<file path="config.mk">
export PLATFORM = sky130hd
export DESIGN_NAME = fetch_queue_flat
export DESIGN_NICKNAME = d
export VERILOG_FILES = /design/src/rtl/fetch_queue_if.sv /design/src/rtl/fetch_queue.sv /design/src/flat_wrapper.sv
export SDC_FILE = /design/constraint.sdc
export NUM_CORES = 1
export LEC_CHECK = 0
export BUFFER_PORTS_ARGS = -buffer_cell sky130_fd_sc_hd__buf_2
export CORE_MARGIN = 8
export CORE_UTILIZATION = 53
export CTS_CLUSTER_SIZE = 25
export DETAILED_ROUTE_END_ITERATION = 16
export PLACE_DENSITY = 0.76
export SLEW_MARGIN = 20
export SYNTH_ARGS = -nofsm -noshare
export SYNTH_HDL_FRONTEND = slang
export SYNTH_SLANG_ARGS = --single-unit
</file>
<file path="constraint.sdc">
create_clock -name clk -period 8.54 [get_ports clk]
set_input_delay 2.135 -clock clk [delete_from_list [all_inputs] [get_ports clk]]
set_output_delay 2.135 -clock clk [all_outputs]
set_load 0.03 [all_outputs]
</file>
<file path="src/rtl/fetch_queue_if.sv">
// Fetch-queue bus: instruction-memory handshake, redirect/halt controls and decode-side output.
// FETCH_QUEUE_PERF_EN adds the two performance counter outputs.
interface fetch_queue_if;
   logic        imem_req;
   logic [31:0] imem_addr;
   logic        imem_ack;
   logic [31:0] imem_rdata;
   logic        redirect_valid;
   logic [31:0] redirect_pc;
   logic        halt;
   logic        inst_valid;
   logic [31:0] inst;
   logic [31:0] inst_pc;
   logic        inst_ready;
`ifdef FETCH_QUEUE_PERF_EN
   logic [31:0] perf_flush_cnt;
   logic [31:0] perf_empty_cycles;
`endif

   modport master (
      output imem_req, imem_addr, inst_valid, inst, inst_pc,
`ifdef FETCH_QUEUE_PERF_EN
      output perf_flush_cnt, perf_empty_cycles,
`endif
      input  imem_ack, imem_rdata, redirect_valid, redirect_pc, halt, inst_ready
   );

   modport slave (
      input  imem_req, imem_addr, inst_valid, inst, inst_pc,
`ifdef FETCH_QUEUE_PERF_EN
      input  perf_flush_cnt, perf_empty_cycles,
`endif
      output imem_ack, imem_rdata, redirect_valid, redirect_pc, halt, inst_ready
   );
endinterface

</file>
<file path="src/rtl/fetch_queue.sv">
// Instruction fetch front-end: one outstanding imem request, FIFO of {inst, pc} toward decode.
// Optional perf counters via FETCH_QUEUE_PERF_EN.
module fetch_queue #(
   parameter int unsigned DEPTH    = 4,
   parameter logic [31:0] RESET_PC = 32'h0000_0000
) (
   input logic         clk,
   input logic         reset,
   fetch_queue_if.master bus
);
   localparam int unsigned AW = $clog2(DEPTH);
   localparam logic [AW:0] FULL_CNT = (AW + 1)'(DEPTH);

   typedef enum logic [1:0] {StIdle, StReq, StDrain} state_e;

   state_e         r_state;
   logic           r_req;
   logic [31:0]    r_addr;
   logic [31:0]    r_fetch_pc;
   logic [AW:0]    r_count;
   logic [AW-1:0]  r_rd_ptr;
   logic [AW-1:0]  r_wr_ptr;
   logic [31:0]    r_inst_mem [DEPTH];
   logic [31:0]    r_pc_mem   [DEPTH];

   logic           w_inst_valid;
   logic           w_ack;
   logic           w_push;
   logic           w_pop;
   logic [AW:0]    w_count_after;
   logic           w_room;
   logic [31:0]    w_next_addr;
   logic [31:0]    w_target;

   assign w_inst_valid  = (r_count != '0);
   assign w_ack         = r_req && bus.imem_ack;
   // Data acked while draining belongs to the pre-redirect path and is dropped.
   assign w_push        = w_ack && (r_state == StReq);
   assign w_pop         = w_inst_valid && bus.inst_ready;
   assign w_count_after = r_count + {{AW{1'b0}}, w_push} - {{AW{1'b0}}, w_pop};
   assign w_room        = (w_count_after < FULL_CNT);
   assign w_next_addr   = r_addr + 32'd4;
   assign w_target      = bus.redirect_pc & ~32'h3;

   always_ff @(posedge clk) begin
      if (reset) begin
         r_state    <= StIdle;
         r_req      <= 1'b0;
         r_addr     <= RESET_PC;
         r_fetch_pc <= RESET_PC;
         r_count    <= '0;
         r_rd_ptr   <= '0;
         r_wr_ptr   <= '0;
         for (int unsigned i = 0; i < DEPTH; i++) begin
            r_inst_mem[i] <= '0;
            r_pc_mem[i]   <= '0;
         end
      end else if (bus.redirect_valid) begin
         r_count    <= '0;
         r_rd_ptr   <= '0;
         r_wr_ptr   <= '0;
         r_fetch_pc <= w_target;
         if (r_state == StIdle || w_ack) begin
            r_state <= bus.halt ? StIdle : StReq;
            r_req   <= !bus.halt;
            if (!bus.halt) begin
               r_addr <= w_target;
            end
         end else begin
            // Request still in flight: keep it stable until the memory acks.
            r_state <= StDrain;
         end
      end else begin
         if (w_push) begin
            r_inst_mem[r_wr_ptr] <= bus.imem_rdata;
            r_pc_mem[r_wr_ptr]   <= r_addr;
            r_wr_ptr             <= r_wr_ptr + 1'b1;
         end
         if (w_pop) begin
            r_rd_ptr <= r_rd_ptr + 1'b1;
         end
         r_count <= w_count_after;
         case (r_state)
            StIdle: begin
               if (r_count < FULL_CNT && !bus.halt) begin
                  r_state <= StReq;
                  r_req   <= 1'b1;
                  r_addr  <= r_fetch_pc;
               end
            end
            StReq: begin
               if (w_ack) begin
                  r_fetch_pc <= w_next_addr;
                  if (w_room && !bus.halt) begin
                     r_addr <= w_next_addr;
                  end else begin
                     r_state <= StIdle;
                     r_req   <= 1'b0;
                  end
               end
            end
            StDrain: begin
               if (w_ack) begin
                  if (!bus.halt) begin
                     r_state <= StReq;
                     r_addr  <= r_fetch_pc;
                  end else begin
                     r_state <= StIdle;
                     r_req   <= 1'b0;
                  end
               end
            end
            default: begin
               r_state <= StIdle;
               r_req   <= 1'b0;
            end
         endcase
      end
   end

   assign bus.imem_req   = r_req;
   assign bus.imem_addr  = r_addr;
   assign bus.inst_valid = w_inst_valid;
   assign bus.inst       = r_inst_mem[r_rd_ptr];
   assign bus.inst_pc    = r_pc_mem[r_rd_ptr];

`ifdef FETCH_QUEUE_PERF_EN
   logic [31:0] r_perf_flush;
   logic [31:0] r_perf_empty;

   always_ff @(posedge clk) begin
      if (reset) begin
         r_perf_flush <= '0;
         r_perf_empty <= '0;
      end else begin
         if (bus.redirect_valid && r_perf_flush != 32'hFFFF_FFFF) begin
            r_perf_flush <= r_perf_flush + 32'd1;
         end
         if (!w_inst_valid && bus.inst_ready && r_perf_empty != 32'hFFFF_FFFF) begin
            r_perf_empty <= r_perf_empty + 32'd1;
         end
      end
   end

   assign bus.perf_flush_cnt    = r_perf_flush;
   assign bus.perf_empty_cycles = r_perf_empty;
`else
   // Counters absent in this build.
`endif
endmodule

</file>
<file path="src/flat_wrapper.sv">
// flat-port wrapper written by rule: the top's interface ports become plain ports
module fetch_queue_flat 
#(
   parameter int unsigned DEPTH    = 4,
   parameter logic [31:0] RESET_PC = 32'h0000_0000
)
  (clk, reset, bus_imem_req, bus_imem_addr, bus_inst_valid, bus_inst, bus_inst_pc, bus_imem_ack, bus_imem_rdata, bus_redirect_valid, bus_redirect_pc, bus_halt, bus_inst_ready);
  fetch_queue_if bus_i ();
  input logic clk;
  input logic reset;
  output wire logic [$bits(bus_i.imem_req)-1:0] bus_imem_req;
  output wire logic [$bits(bus_i.imem_addr)-1:0] bus_imem_addr;
  output wire logic [$bits(bus_i.inst_valid)-1:0] bus_inst_valid;
  output wire logic [$bits(bus_i.inst)-1:0] bus_inst;
  output wire logic [$bits(bus_i.inst_pc)-1:0] bus_inst_pc;
  input wire logic [$bits(bus_i.imem_ack)-1:0] bus_imem_ack;
  input wire logic [$bits(bus_i.imem_rdata)-1:0] bus_imem_rdata;
  input wire logic [$bits(bus_i.redirect_valid)-1:0] bus_redirect_valid;
  input wire logic [$bits(bus_i.redirect_pc)-1:0] bus_redirect_pc;
  input wire logic [$bits(bus_i.halt)-1:0] bus_halt;
  input wire logic [$bits(bus_i.inst_ready)-1:0] bus_inst_ready;
  assign bus_imem_req = bus_i.imem_req;
  assign bus_imem_addr = bus_i.imem_addr;
  assign bus_inst_valid = bus_i.inst_valid;
  assign bus_inst = bus_i.inst;
  assign bus_inst_pc = bus_i.inst_pc;
  assign bus_i.imem_ack = bus_imem_ack;
  assign bus_i.imem_rdata = bus_imem_rdata;
  assign bus_i.redirect_valid = bus_redirect_valid;
  assign bus_i.redirect_pc = bus_redirect_pc;
  assign bus_i.halt = bus_halt;
  assign bus_i.inst_ready = bus_inst_ready;
  fetch_queue #(.DEPTH(DEPTH), .RESET_PC(RESET_PC)) u_core (.clk(clk), .reset(reset), .bus(bus_i));
endmodule
</file>
==> results summary, run 1 <==
The die is 185 µm tall. The worst reg-to-reg setup slack came out at 4480 ps. The accumulated negative setup slack came out at 0 ps. The stage delay of the slowest cell on the critical path is 530 ps. The remaining routing DRC violations came out at 0. The met1 usage in global routing came out at 0.291. At the worst endpoint, the required time is 8970 ps. The most critical setup path has its startpoint at bus_imem_ack.

The root buffer cell is clkbuf_16. The H-tree level count is 2. Summing all placed instances gives a cell area of 0.0163 mm². The number of max-cap violations came out at 0.

The number of antenna violations at the first check in global routing came out at 0. Along the worst hold path, the cell count comes to 2. The run finished with clean final reports. The HPWL after detailed placement is 21.9 mm. The number of hold violations in the final report is 0. The worst max-slew margin expressed relative to the limit is 0.222. In this run the standard cell core region covers 0.0285 mm².

The worst register-to-register path has a depth of 11. The routability congestion estimate from global placement came out at 0.859. The area of all placed cells without fillers came out at 0.0173 mm². The total nets after synthesis came out at 1337. The path class of the tightest hold or removal check is reg -> reg.

The total overflow left after global routing is 0. Setup repair after global routing left no endpoint under its margin. The number of pins exceeding their max-slew limit in the final report came out at 0. The via count of the first global-routing pass came out at 10600.

The total via count after detailed routing came out at 10600. IR analysis of the VDD net gives a maximum drop of 0.194 mV. 0 antenna diodes ended up in the layout. Using the TritonRoute via totals, the vias-per-cell ratio works out to 5.92. The cell with the largest stage delay on the worst path is a21o_1.

Synthesis produced a netlist whose cell count is 1263. The endpoint identified for the worst register-to-register timing path is u_core.bus.imem_addr[31]. The average wire per cell in the routed design came out at 21.0 µm. The sequential fraction of the synthesis area is 0.606.

The maximum number of pins on one net before global-route repair came out at 75. The clock reaches the later pin of the worst-skew pair after 510 ps. In this run the most used layer during global routing was met2. The startpoint of the worst-slack reg-to-reg timing path is u_core.r_count[1]. The async set-or-reset flop fraction in the synthesized netlist came out at 0. Traced cell by cell, the critical path runs through buf_2, nand4b_1, inv_2, ha_1, fa_1, xnor3_1, nor4_1, a21o_1, nand2_1, o32ai_2. The gate family responsible for the most delay along the worst path is simple AND/OR/NAND/NOR gates. Hold timing on the final database bottoms out at a slack of 457 ps.

The number of clock buffers added by TritonCTS is 36. The first-pass GRT wire length came out at 58.4 mm. For met2 alone, demand over resource in global routing was 0.354. The number of warning messages in the yosys log is 0.

The power density over the cells is 207 mW/mm². The layout has 2236 filler cells. The synthesized area divided by synthesized cell count is 12.0 µm². The biggest fanout along the worst timing path is 26. The startpoint of the tightest hold check path is u_core.r_fetch_pc[0]. The violation count after the first detailed-route iteration is 1161.

The count of flip-flops with a built-in enable after synthesis is 256. Wires add up to 37.5 mm. Registers take 0.00922 mm².

The critical setup path kind is in -> reg. The netlist uses 67 different library cells. The clock net sink count came out at 332. The top achievable clock speed is 199 MHz. Clock skew on the completed layout was measured at 16.8 ps. Subtracting the final worst setup slack from the clock period gives 5030 ps. The worst path buffer plus inverter count is 2. The final net count is 1451. The post-CTS repair timing setup buffer count is 0.

The worst setup path is captured at a register. The number of failing setup endpoints in the final timing report came out at 0. The area growth from synthesis to layout came out at 13.8%. The maximum count of clock buffers along a single path came out at 3. The post-cts resize count came out at 0. The number of I/O pins came out at 168.

Measured along the x axis, the die boundary spans 185 µm. The mapped cell area came out at 0.0152 mm². The clock transition at the registers of the reported paths is 60 ps. The met3 track utilization from global routing came out at 0.0486.

The portion of the clock cycle consumed by the worst path in the final layout came out at 0.589. The worst-case hold path end point is u_core.r_fetch_pc[0]. STA classifies the critical path startpoint as a primary input. STA puts the critical path data arrival time at 5460 ps. The count of input and output buffers came out at 165. The die covers 0.0344 mm².

The share of post-route cells with drive strength above 1 came out at 0.224. The multi-input gate area in the final layout is 0.00535 mm². TritonCTS built the clock tree. The most instantiated flip-flop cell in the synthesis netlist is edfxtp_1.

For this run, the total global-route usage over all layers was measured as 0.218. The flop and latch count out of synthesis came out at 332. The number of standard cells in the layout, taps in and fillers out came out at 1787.

Summed over all cells, the static leakage comes to 0.00670 µW. The detail route stage leaves a number of antenna-violating nets equal to 0. The number of iterations in the first detailed-routing pass came out at 5. The post-cts hold buffer count is 0. The transition at the pin with the smallest max-transition slack is 1170 ps. The post-placement cell count is 1723. Row generation in the floorplan step produced 62 rows. The initial core utilization is 0.534.
-- cell families after synthesis --
kind of cell / count (synthesis) / share of synthesized area
mux: 68 / 0.0974
xor+xnor: 32 / 0.0193
fa+ha+maj: 5 / 0.00444
simple gates: 472 / 0.148
compound gates: 176 / 0.0784
flops: 332 / 0.606
buf+inv: 178 / 0.0470
-- cell type report --
| type | count | area share |
|---|---|---|
| Sequential cell | 332 | 0.533 |
| Multi-Input combinational cell | 753 | 0.309 |
| Clock buffer | 43 | 0.0548 |
| Timing Repair Buffer | 177 | 0.0529 |
| Tap cell | 384 | 0.0278 |
| Inverter | 77 | 0.0167 |
| Clock inverter | 21 | 0.00615 |
-- worst register-to-register path: stages (launching register included) --
cell and delay (ps):
dfxtp_1 330, or3_1 390, and2_1 210, ha_1 290, inv_1 40, ha_1 200, fa_1 360, xnor3_1 400
nor4_1 500, a21o_1 530, nand2_1 410, o32ai_2 330
-- worst max-delay path by stage --
stage                     slack [ps]                       end  cells past startpoint
after detailed placement        2980  u_core.r_inst_mem[0][18]                      7
after floorplan                  310   u_core.r_inst_mem[1][0]                      5
after global routing            3280  u_core.r_inst_mem[0][16]                      7
after CTS                       3420           bus_inst_pc[15]                      3
after global placement          3060  u_core.r_inst_mem[0][18]                      7
final                           3510  u_core.bus.imem_addr[31]                     10
-- stage by stage --
stage | worst slack [ps] | utilization | total power (µW)
6_report | 3510 | 0.608 | 3580
5_1_grt | 3280 | 0.608 | 3700
4_1_cts | 3420 | 0.608 | 3600
3_5_place_dp | 2980 | 0.571 | 2190
3_3_place_gp | 3060 | 0.571 | 2190
2_1_floorplan | 307 | - | 2090
-- cell usage after synthesis, drive strengths merged (3+ instances only) --
| cell type | number | area share |
|---|---|---|
| a22o | 3 | 0.0017 |
| nand2b | 5 | 0.0021 |
| o22ai | 18 | 0.0074 |
| clkbuf | 60 | 0.015 |
| nor4 | 11 | 0.0069 |
| xnor2 | 12 | 0.0069 |
| nand2 | 123 | 0.030 |
| a211oi | 7 | 0.0035 |
| nand4 | 13 | 0.0077 |
| o32ai | 19 | 0.011 |
| o31ai | 3 | 0.0015 |
| o31a | 8 | 0.0046 |
| nor3 | 17 | 0.0059 |
| o211ai | 3 | 0.0015 |
| ha | 3 | 0.0025 |
| dfxtp | 76 | 0.10 |
| edfxtp | 256 | 0.51 |
| o21ai | 25 | 0.0082 |
| mux4 | 64 | 0.095 |
| nor2b | 3 | 0.0012 |
| nor3b | 3 | 0.0015 |
| a21oi | 48 | 0.016 |
| buf | 41 | 0.013 |
| nand3 | 24 | 0.0079 |
| a22oi | 17 | 0.0084 |
| a221oi | 8 | 0.0046 |
| and4 | 3 | 0.0017 |
| inv | 76 | 0.019 |
| and2 | 68 | 0.028 |
| xor2 | 19 | 0.011 |
| nor2 | 181 | 0.045 |
| and3 | 12 | 0.0049 |
| or3 | 3 | 0.0012 |
| mux2i | 4 | 0.0026 |
-- state kept, by name, indices dropped and copies added (netlist names), named ones only --
name                  cells
u_core.bus.imem_addr     32
u_core.bus.imem_req       1
u_core.r_count            3
u_core.r_fetch_pc        32
u_core.r_inst_mem       128
u_core.r_pc_mem         128
u_core.r_rd_ptr           2
u_core.r_state            2
u_core.r_wr_ptr           2
-- report_power, final --
| group | internal [µW] | switching, µW | total [µW] |
|---|---|---|---|
| combinational | 100 | 206 | 306 |
| clock | 793 | 618 | 1410 |
| sequential | 1800 | 57.0 | 1860 |
| total | 2690 | 881 | 3580 |
-- layout by cell type (no fill, tap or decap), types with 16 or more instances in the layout --
cell type,count
dfxtp_1,74
clkbuf_16,37
a22oi_1,17
a21oi_1,47
and2_1,67
mux4_2,64
o22ai_1,18
inv_1,75
xor2_1,19
o32ai_1,18
buf_2,165
nand3_1,24
nor3_1,16
edfxtp_1,256
nor2_1,177
o21ai_0,25
nand2_1,122
-- routing by layer --
| metal | routed length, µm | vias up |
|---|---|---|
| li1 | - | 4792 |
| met1 | 15300 | 5207 |
| met2 | 17700 | 511 |
| met3 | 3670 | 62 |
| met4 | 770 | 0 |
| met5 | 0 | - |
Power figures use the tool's default switching activity.
==> run 2: changes to the inputs <==
Settings changed: ABC_AREA from default to 1, CORE_UTILIZATION 53 to 59, PLACE_DENSITY 0.76 to 0.8.
Clock period 8.54 ns to 4.9 ns, I/O delays scaled along.
==> run 2 against run 1 <==
  * Critical path depth is 5 lower
  * Combinational power grew to 3.0 times the previous value
  * Non-clock buffer count increased by 8
  * Critical path type is now reg -> out
  * Sequential power rose by 76%
  * Count of clock-buffer cells in the layout unchanged
==> results summary, run 2 <==
The clock net sink count came out at 332 (unchanged). The critical path capture point type is an output port (was register). The share of the synthesized area in the top cell type came out at 0.493 (was 0.506).

The depth of the most critical reg-to-reg path is 17 (was 11). The number of failing setup endpoints in the final timing report is 0 (unchanged). The total via count after detailed routing came out at 12600 (was 10600). The area growth from synthesis to layout came out at 12.9% (was 13.8%).

The worst-case hold path end point is u_core.r_fetch_pc[1] (was u_core.r_fetch_pc[0]). The count of flip-flops with a built-in enable after synthesis is 256 (unchanged). The violation count after the first detailed-route iteration is 1306 (was 1161).

The startpoint of the tightest hold check path is u_core.r_fetch_pc[1] (was u_core.r_fetch_pc[0]). Leading registers by flop count: u_core.r_inst_mem x128, u_core.r_pc_mem x128 (unchanged). The hold path depth is 2 (unchanged). The maximum number of pins on one net before global-route repair was 197 (was 75). The number of I/O pins came to 168 (unchanged). The number of max-cap violations came out at 0 (unchanged). The maximum count of clock buffers along a single path came out at 3 (unchanged).

The horizontal die dimension is 179 µm (was 185 µm). The initial core utilization is 0.601 (was 0.534). The cell with the largest stage delay on the worst path is clkinv_2 (was a21o_1). The H-tree level count was 2 (unchanged). Top cells by instance count after synthesis: nor2_1 (314), edfxtp_1 (256), nand2_1 (234) (was edfxtp_1 (256), nor2_1 (179), nand2_1 (123)). The root buffer cell is clkbuf_16 (unchanged). The capture instance of the worst register-to-register path is u_core.bus.imem_addr[4] (was u_core.bus.imem_addr[31]). The post-CTS repair timing setup buffer count is 0 (unchanged).

The number of warning messages in the yosys log is 0 (unchanged). The area inside the core boundary is 0.0260 mm² (was 0.0285 mm²). The number of rows in the core area is 59 (was 62). The post-cts resize count came to 0 (unchanged). The most common library cell in the layout ignoring fill and taps was nor2_1 (was edfxtp_1). The final antenna diode count came to 0 (unchanged).

The critical path startpoint category is a register (was primary input). RSZ-0062 raised after global routing: no (unchanged). The largest area contributor in the synthesized netlist was edfxtp_1 (unchanged). The dominant cell by count in the synthesized netlist is nor2_1 (was edfxtp_1).

The biggest fanout along the worst timing path came out at 82 (was 26). The count of input and output buffers is 165 (unchanged). The power density over the cells is 376 mW/mm² (was 207 mW/mm²). The detailed-route vias per instance was 5.81 (was 5.92). The worst reg-to-reg setup slack is 1900 ps (was 4480 ps). The clock transition at the registers of the reported paths is 60 ps (about the same). The via count of the first global-routing pass came out at 12400 (was 10600). The maximum resistive drop on vdd is 0.337 mV (was 0.194 mV). The average wire per cell in the routed design is 18.6 µm (was 21.0 µm). The first-pass GRT wire length is 63.2 mm (was 58.4 mm). The half-perimeter wire length after placement is 24.0 mm (was 21.9 mm). The static leakage power was 0.00690 µW (was 0.00670 µW). The transition at the pin with the smallest max-transition slack came out at 1050 ps (was 1170 ps).

The critical path arrival came out at 3180 ps (was 5460 ps). The post-cts hold buffer count came out at 0 (unchanged). The startpoint of the worst-slack reg-to-reg timing path was u_core.r_count[1] (unchanged). The total global routing overflow is 0 (unchanged).

The post-synthesis cell type count is 37 (was 67). The flop and latch count out of synthesis came out at 332 (unchanged). The clock period minus worst slack came out at 4400 ps. The final standard cell utilization of the core is 0.678 (was 0.608). The critical setup path kind is reg -> out (was in -> reg). The stage delay of the slowest cell on the critical path was 910 ps (was 530 ps). The number of antenna violations at the first check in global routing is 0 (unchanged).

The worst path buffer plus inverter count came out at 3 (was 2). The number of iterations in the first detailed-routing pass was 6 (was 5). The gate family responsible for the most delay along the worst path is buffers and inverters (was simple AND/OR/NAND/NOR gates). The share of post-route cells with drive strength above 1 was 0.168 (was 0.224). The final net count was 1891 (was 1451). The accumulated negative setup slack came to 0 ps (unchanged).

The async set-or-reset flop fraction in the synthesized netlist came to 0 (unchanged). The worst max-slew margin expressed relative to the limit came out at 0.299 (was 0.222). The CTS buffer count is 34 (was 36). The residual antenna-violating net count after detailed routing was 0 (unchanged).

The total wire length after detailed routing came out at 40.4 mm (was 37.5 mm). The synthesized area divided by synthesized cell count came out at 9.15 µm² (was 12.0 µm²). The total global routing track utilization came out at 0.249 (was 0.218). The later-pin clock latency in the skew report is 520 ps (was 510 ps). The portion of the clock cycle consumed by the worst path in the final layout is 0.898.

Outcome: finished clean (unchanged). The mapped cell area is 0.0156 mm² (was 0.0152 mm²). The final-layout fill cell count was 2028 (was 2236). The routability congestion estimate from global placement was 0.895 (was 0.859). Most frequent cells in the layout: nor2_1 (314), edfxtp_1 (256), nand2_1 (231), o21ai_0 (198), buf_2 (165) (was edfxtp_1 (256), nor2_1 (177), buf_2 (165), nand2_1 (122), inv_1 (75)). The total nets after synthesis is 1779 (was 1337).

The sequential fraction of the synthesis area came out at 0.590 (was 0.606). The overall die height came to 179 µm (was 185 µm). The number of cells produced by synthesis came out at 1705 (was 1263). CP Cell Sequence: clkinv_2, buf_4, o21ai_0, o22ai_1, buf_2 (was buf_2, nand4b_1, inv_2, ha_1, fa_1, xnor3_1, nor4_1, a21o_1, nand2_1, o32ai_2). Top post-synthesis cells by area: edfxtp_1 (49%), dfxtp_1 (9.7%), nor2_1 (7.6%) (was edfxtp_1 (51%), dfxtp_1 (10%), mux4_2 (9.5%)). The type of the tightest min-delay check is reg -> reg (unchanged). The number of hold violations in the final report came out at 0 (unchanged). The clock tree from TritonCTS was yes (unchanged). The remaining routing DRC violations came out at 0 (unchanged). The area enclosed by the die boundary came out at 0.0319 mm² (was 0.0344 mm²). The worst clock skew on the final layout is 15.8 ps (was 16.8 ps). The top achievable clock speed is 227 MHz. The most instantiated flip-flop cell in the synthesis netlist is edfxtp_1 (unchanged). The number of pins exceeding their max-slew limit in the final report came out at 0 (unchanged). The critical path data required time is 3670 ps (was 8970 ps).
-- run 2: changes by cell type after synthesis, sizes merged, moves of 64 or more --
cell   delta
nor2    +188
o21ai   +173
nand2   +115
nor3    +108
and2     -67
mux4     -64
-- run 2: how the worst max path moves through the flow --
stage | cells after the start | from | to
CTS | 5 | register | bus_inst[14]
global route | 5 | register | bus_inst[14]
floorplan | 10 | bus_redirect_valid | u_core.r_inst_mem[0][0]
detailed placement | 9 | bus_redirect_valid | u_core.r_pc_mem[2][13]
finish | 5 | register | bus_inst[14]
global placement | 9 | bus_redirect_valid | u_core.r_pc_mem[2][13]
-- run 2: logic make-up (layout without fill, tap and decap cells) --
logic type,Yosys count,after routing,synth area share
flip-flops,332,332,0.590
AND/OR/NAND/NOR,817,817,0.232
XOR/XNOR,10,10,0.00561
adder cells (fa/ha/maj),4,4,0.00369
buffers and inverters,237,371,0.0636
AO/OA/AOI/OAI,305,305,0.105
-- run 2: layer usage --
metal | part of all wire | track usage
met1 | 0.41 | 0.318
met2 | 0.49 | 0.426
met3 | 0.080 | 0.0421
met4 | 0.026 | 0.0806
met5 | 0 | 0
-- run 2: final cells by class --
class | instances | area, µm² | area share
sequential | 332 | 9210 | 0.523
multi-input combinational | 1136 | 5450 | 0.309
timing repair buffer | 185 | 1040 | 0.0589
clock buffer | 43 | 906 | 0.0514
inverter | 128 | 487 | 0.0276
tap | 335 | 419 | 0.0238
clock inverter | 15 | 111 | 0.00632
-- run 2: through the flow --
| stage | setup slack (ps) | power [µW] | hold WS [ps] | instance area, µm² | std cells |
|---|---|---|---|---|---|
| after floorplan | 851 | 3950 | 451 | 15600 | 1705 |
| after global placement | 1040 | 4220 | 464 | 16600 | 2116 |
| after detailed placement | 997 | 4250 | 480 | 16600 | 2116 |
| after CTS | 503 | 6640 | 491 | 17600 | 2174 |
| after global routing | 289 | 6860 | 522 | 17600 | 2174 |
| final | 499 | 6630 | 492 | 17600 | 2174 |
-- run 2: where the power goes --
group | leakage [µW] | switching (µW) | total [µW] | internal (µW)
logic | 0.00313 | 695 | 923 | 228
registers | 0.00327 | 113 | 3280 | 3170
clock network | 0.000503 | 1060 | 2430 | 1370
total | 0.00690 | 1860 | 6630 | 4770
-- run 2: worst register-to-register path, cell delays in order, from the launching register on --
cell	delay (ps)
dfxtp_1	310
inv_1	110
nand3_1	110
nand2_1	70
inv_1	60
ha_1	270
inv_1	40
ha_1	190
fa_1	380
inv_1	60
nand2_1	70
nand3_1	90
nand2_1	120
nand2_4	450
inv_1	300
nand2_1	130
nand2_1	50
nor2_1	110
==> run 3: changes to the inputs <==
Settings changed: CORE_UTILIZATION 59 to 53, PLACE_DENSITY 0.8 to 0.76.
Clock period 4.9 ns to 4 ns, I/O delays scaled along.
==> run 3 against run 2 <==
  * Total power is 24% higher
  * Sequential share of layout area is 0.57 points lower
  * Final area is 1.1% higher
  * Clock power is 27% higher
  * Critical path depth is 1 lower
  * Largest cell class unchanged
  * Largest power group unchanged
==> results summary, run 3 (synthesis gave the netlist of run 2 again) <==
Outcome: finished clean (unchanged). The remaining routing DRC violations came out at 0 (unchanged). The maximum count of clock buffers along a single path came out at 3 (unchanged). The total wire length after detailed routing was 41.4 mm (was 40.4 mm).

The number of standard cells in the layout, taps in and fillers out came out at 2239 (was 2174). The clock tree from TritonCTS is yes (unchanged). The static leakage power is 0.00696 µW (was 0.00690 µW). Most frequent cells in the layout: nor2_1 (314), edfxtp_1 (256), nand2_1 (231), o21ai_0 (198), buf_2 (165) (unchanged). RSZ-0062 raised after global routing: no (unchanged). The post-placement cell count is 2176 (was 2116). The top achievable clock speed is 302 MHz. The post-cts hold buffer count is 0 (unchanged). The post-CTS repair timing setup buffer count came out at 0 (unchanged). The initial core utilization is 0.532 (was 0.601). The portion of the clock cycle consumed by the worst path in the final layout came out at 0.828. The accumulated negative setup slack came to 0 ps (unchanged). The final-layout fill cell count was 2491 (was 2028).

The critical setup path kind was reg -> out (unchanged). The total via count after detailed routing came out at 12600 (about the same). The number of failing setup endpoints in the final timing report came out at 0 (unchanged). The final net count is 1898 (was 1891).

The via count of the first global-routing pass is 12600 (was 12400). The most common library cell in the layout ignoring fill and taps is nor2_1 (unchanged). The number of pins exceeding their max-slew limit in the final report is 0 (unchanged). The critical path data required time is 3000 ps (was 3670 ps). The biggest fanout along the worst timing path came to 64 (was 82).

The share of post-route cells with drive strength above 1 came to 0.170 (was 0.168). The horizontal die dimension is 188 µm (was 179 µm). The critical path arrival was 2310 ps (was 3180 ps).

The number of hold violations in the final report came out at 0 (unchanged). The area growth from synthesis to layout is 14.2% (was 12.9%). The CTS buffer count is 36 (was 34). The residual antenna-violating net count after detailed routing is 0 (unchanged). The clock net sink count came to 332 (unchanged).

The later-pin clock latency in the skew report came out at 520 ps (about the same). The number of I/O pins is 168 (unchanged). The number of max-cap violations is 0 (unchanged). Leading registers by flop count: u_core.r_inst_mem x128, u_core.r_pc_mem x128 (unchanged). The total global routing track utilization came out at 0.229 (was 0.249). The worst max-slew margin expressed relative to the limit came out at 0.400 (was 0.299). The average wire per cell in the routed design is 18.5 µm (was 18.6 µm).

The routed design could run at a clock period as short as 3310 ps. The maximum number of pins on one net before global-route repair is 197 (unchanged). The type of the tightest min-delay check was reg -> reg (unchanged). The power density over the cells was 463 mW/mm² (was 376 mW/mm²). The first-pass GRT wire length is 65.4 mm (was 63.2 mm).

The H-tree level count is 2 (unchanged). The overall power after layout is 8250 µW (was 6630 µW). The root buffer cell is clkbuf_16 (unchanged).

The critical path startpoint category is a register (unchanged). The detailed-route vias per instance came out at 5.63 (was 5.81). The worst reg-to-reg setup slack came out at 1310 ps (was 1900 ps). The number of antenna violations at the first check in global routing is 0 (unchanged). The number of iterations in the first detailed-routing pass came out at 5 (was 6). The total global routing overflow came out at 0 (unchanged). The violation count after the first detailed-route iteration is 1166 (was 1306). The area enclosed by the die boundary came out at 0.0352 mm² (was 0.0319 mm²). The overall die height is 188 µm (was 179 µm). The clock transition at the registers of the reported paths is 60 ps (about the same).

The transition at the pin with the smallest max-transition slack is 900 ps (was 1050 ps). The final antenna diode count came out at 0 (unchanged). The area inside the core boundary was 0.0293 mm² (was 0.0260 mm²). The routability congestion estimate from global placement was 0.972 (was 0.895). The count of input and output buffers was 165 (unchanged). The critical path capture point type was an output port (unchanged). The number of rows in the core area is 63 (was 59). The post-cts resize count is 0 (unchanged). The worst clock skew on the final layout is 10.1 ps (was 15.8 ps). The maximum resistive drop on vdd was 0.359 mV (was 0.337 mV).

The half-perimeter wire length after placement came to 24.7 mm (was 24.0 mm).
[run 3: changes by cell type in the layout (fill, tap and decap cells not counted)]
| cell | previous run | this run |
|---|---|---|
| buf_12 | 5 | 8 |
| clkbuf_8 | 0 | 1 |
| clkinv_8 | 0 | 1 |
| clkinv_1 | 3 | 6 |
| clkinv_2 | 9 | 7 |
| clkbuf_16 | 35 | 36 |
| inv_6 | 3 | 2 |
| buf_4 | 15 | 17 |
| clkinvlp_4 | 1 | 0 |
| clkbuf_1 | 8 | 10 |
| inv_2 | 6 | 7 |
[run 3: cell type report]
| class | count | area [µm²] | area share |
|---|---|---|---|
| clock inverter | 16 | 116 | 0.00653 |
| clock buffer | 47 | 952 | 0.0534 |
| timing repair buffer | 190 | 1110 | 0.0625 |
| multi-input combinational | 1136 | 5450 | 0.306 |
| tap | 390 | 488 | 0.0274 |
| inverter | 128 | 487 | 0.0273 |
| sequential | 332 | 9210 | 0.517 |
[run 3: path summary, 6_finish.rpt]
path,from,endpoint,depth (start not counted)
min,u_core.r_fetch_pc[1],u_core.r_fetch_pc[1],2
max reg2reg,u_core.r_count[2],u_core.bus.imem_addr[24],17
min reg2reg,u_core.r_fetch_pc[1],u_core.r_fetch_pc[1],2
max,register,bus_inst_pc[13],4
[run 3: metrics by stage]
| step | hold slack, ps | utilization | instance area, µm² | setup slack, ps |
|---|---|---|---|---|
| 6_report | 482 | 0.608 | 17800 | 688 |
| 2_1_floorplan | 451 | - | 15600 | 176 |
| 3_5_place_dp | 471 | 0.571 | 16700 | 742 |
| 5_1_grt | 512 | 0.608 | 17800 | 575 |
| 3_3_place_gp | 465 | 0.571 | 16700 | 775 |
| 4_1_cts | 483 | 0.608 | 17800 | 663 |
[run 3: critical path: stages, from the launching register on]
cell and delay, ps:
dfxtp_2 340, buf_4 590, o21ai_0 200, o22ai_1 360, buf_2 270
[run 3: power breakdown]
group	switching, µW	total (µW)	internal [µW]	leakage, µW
sequential	135	4020	3890	0.00327
clock	1330	3080	1750	0.000525
combinational	858	1150	291	0.00316
total	2320	8250	5920	0.00696
[run 3: metal layers]
layer,GRT usage,up-vias,wire length (µm)
met3,0.0468,80,3300
met5,0,-,0
li1,-,6037,-
met4,0.0742,0,1150
met1,0.297,5968,17500
met2,0.379,530,19500
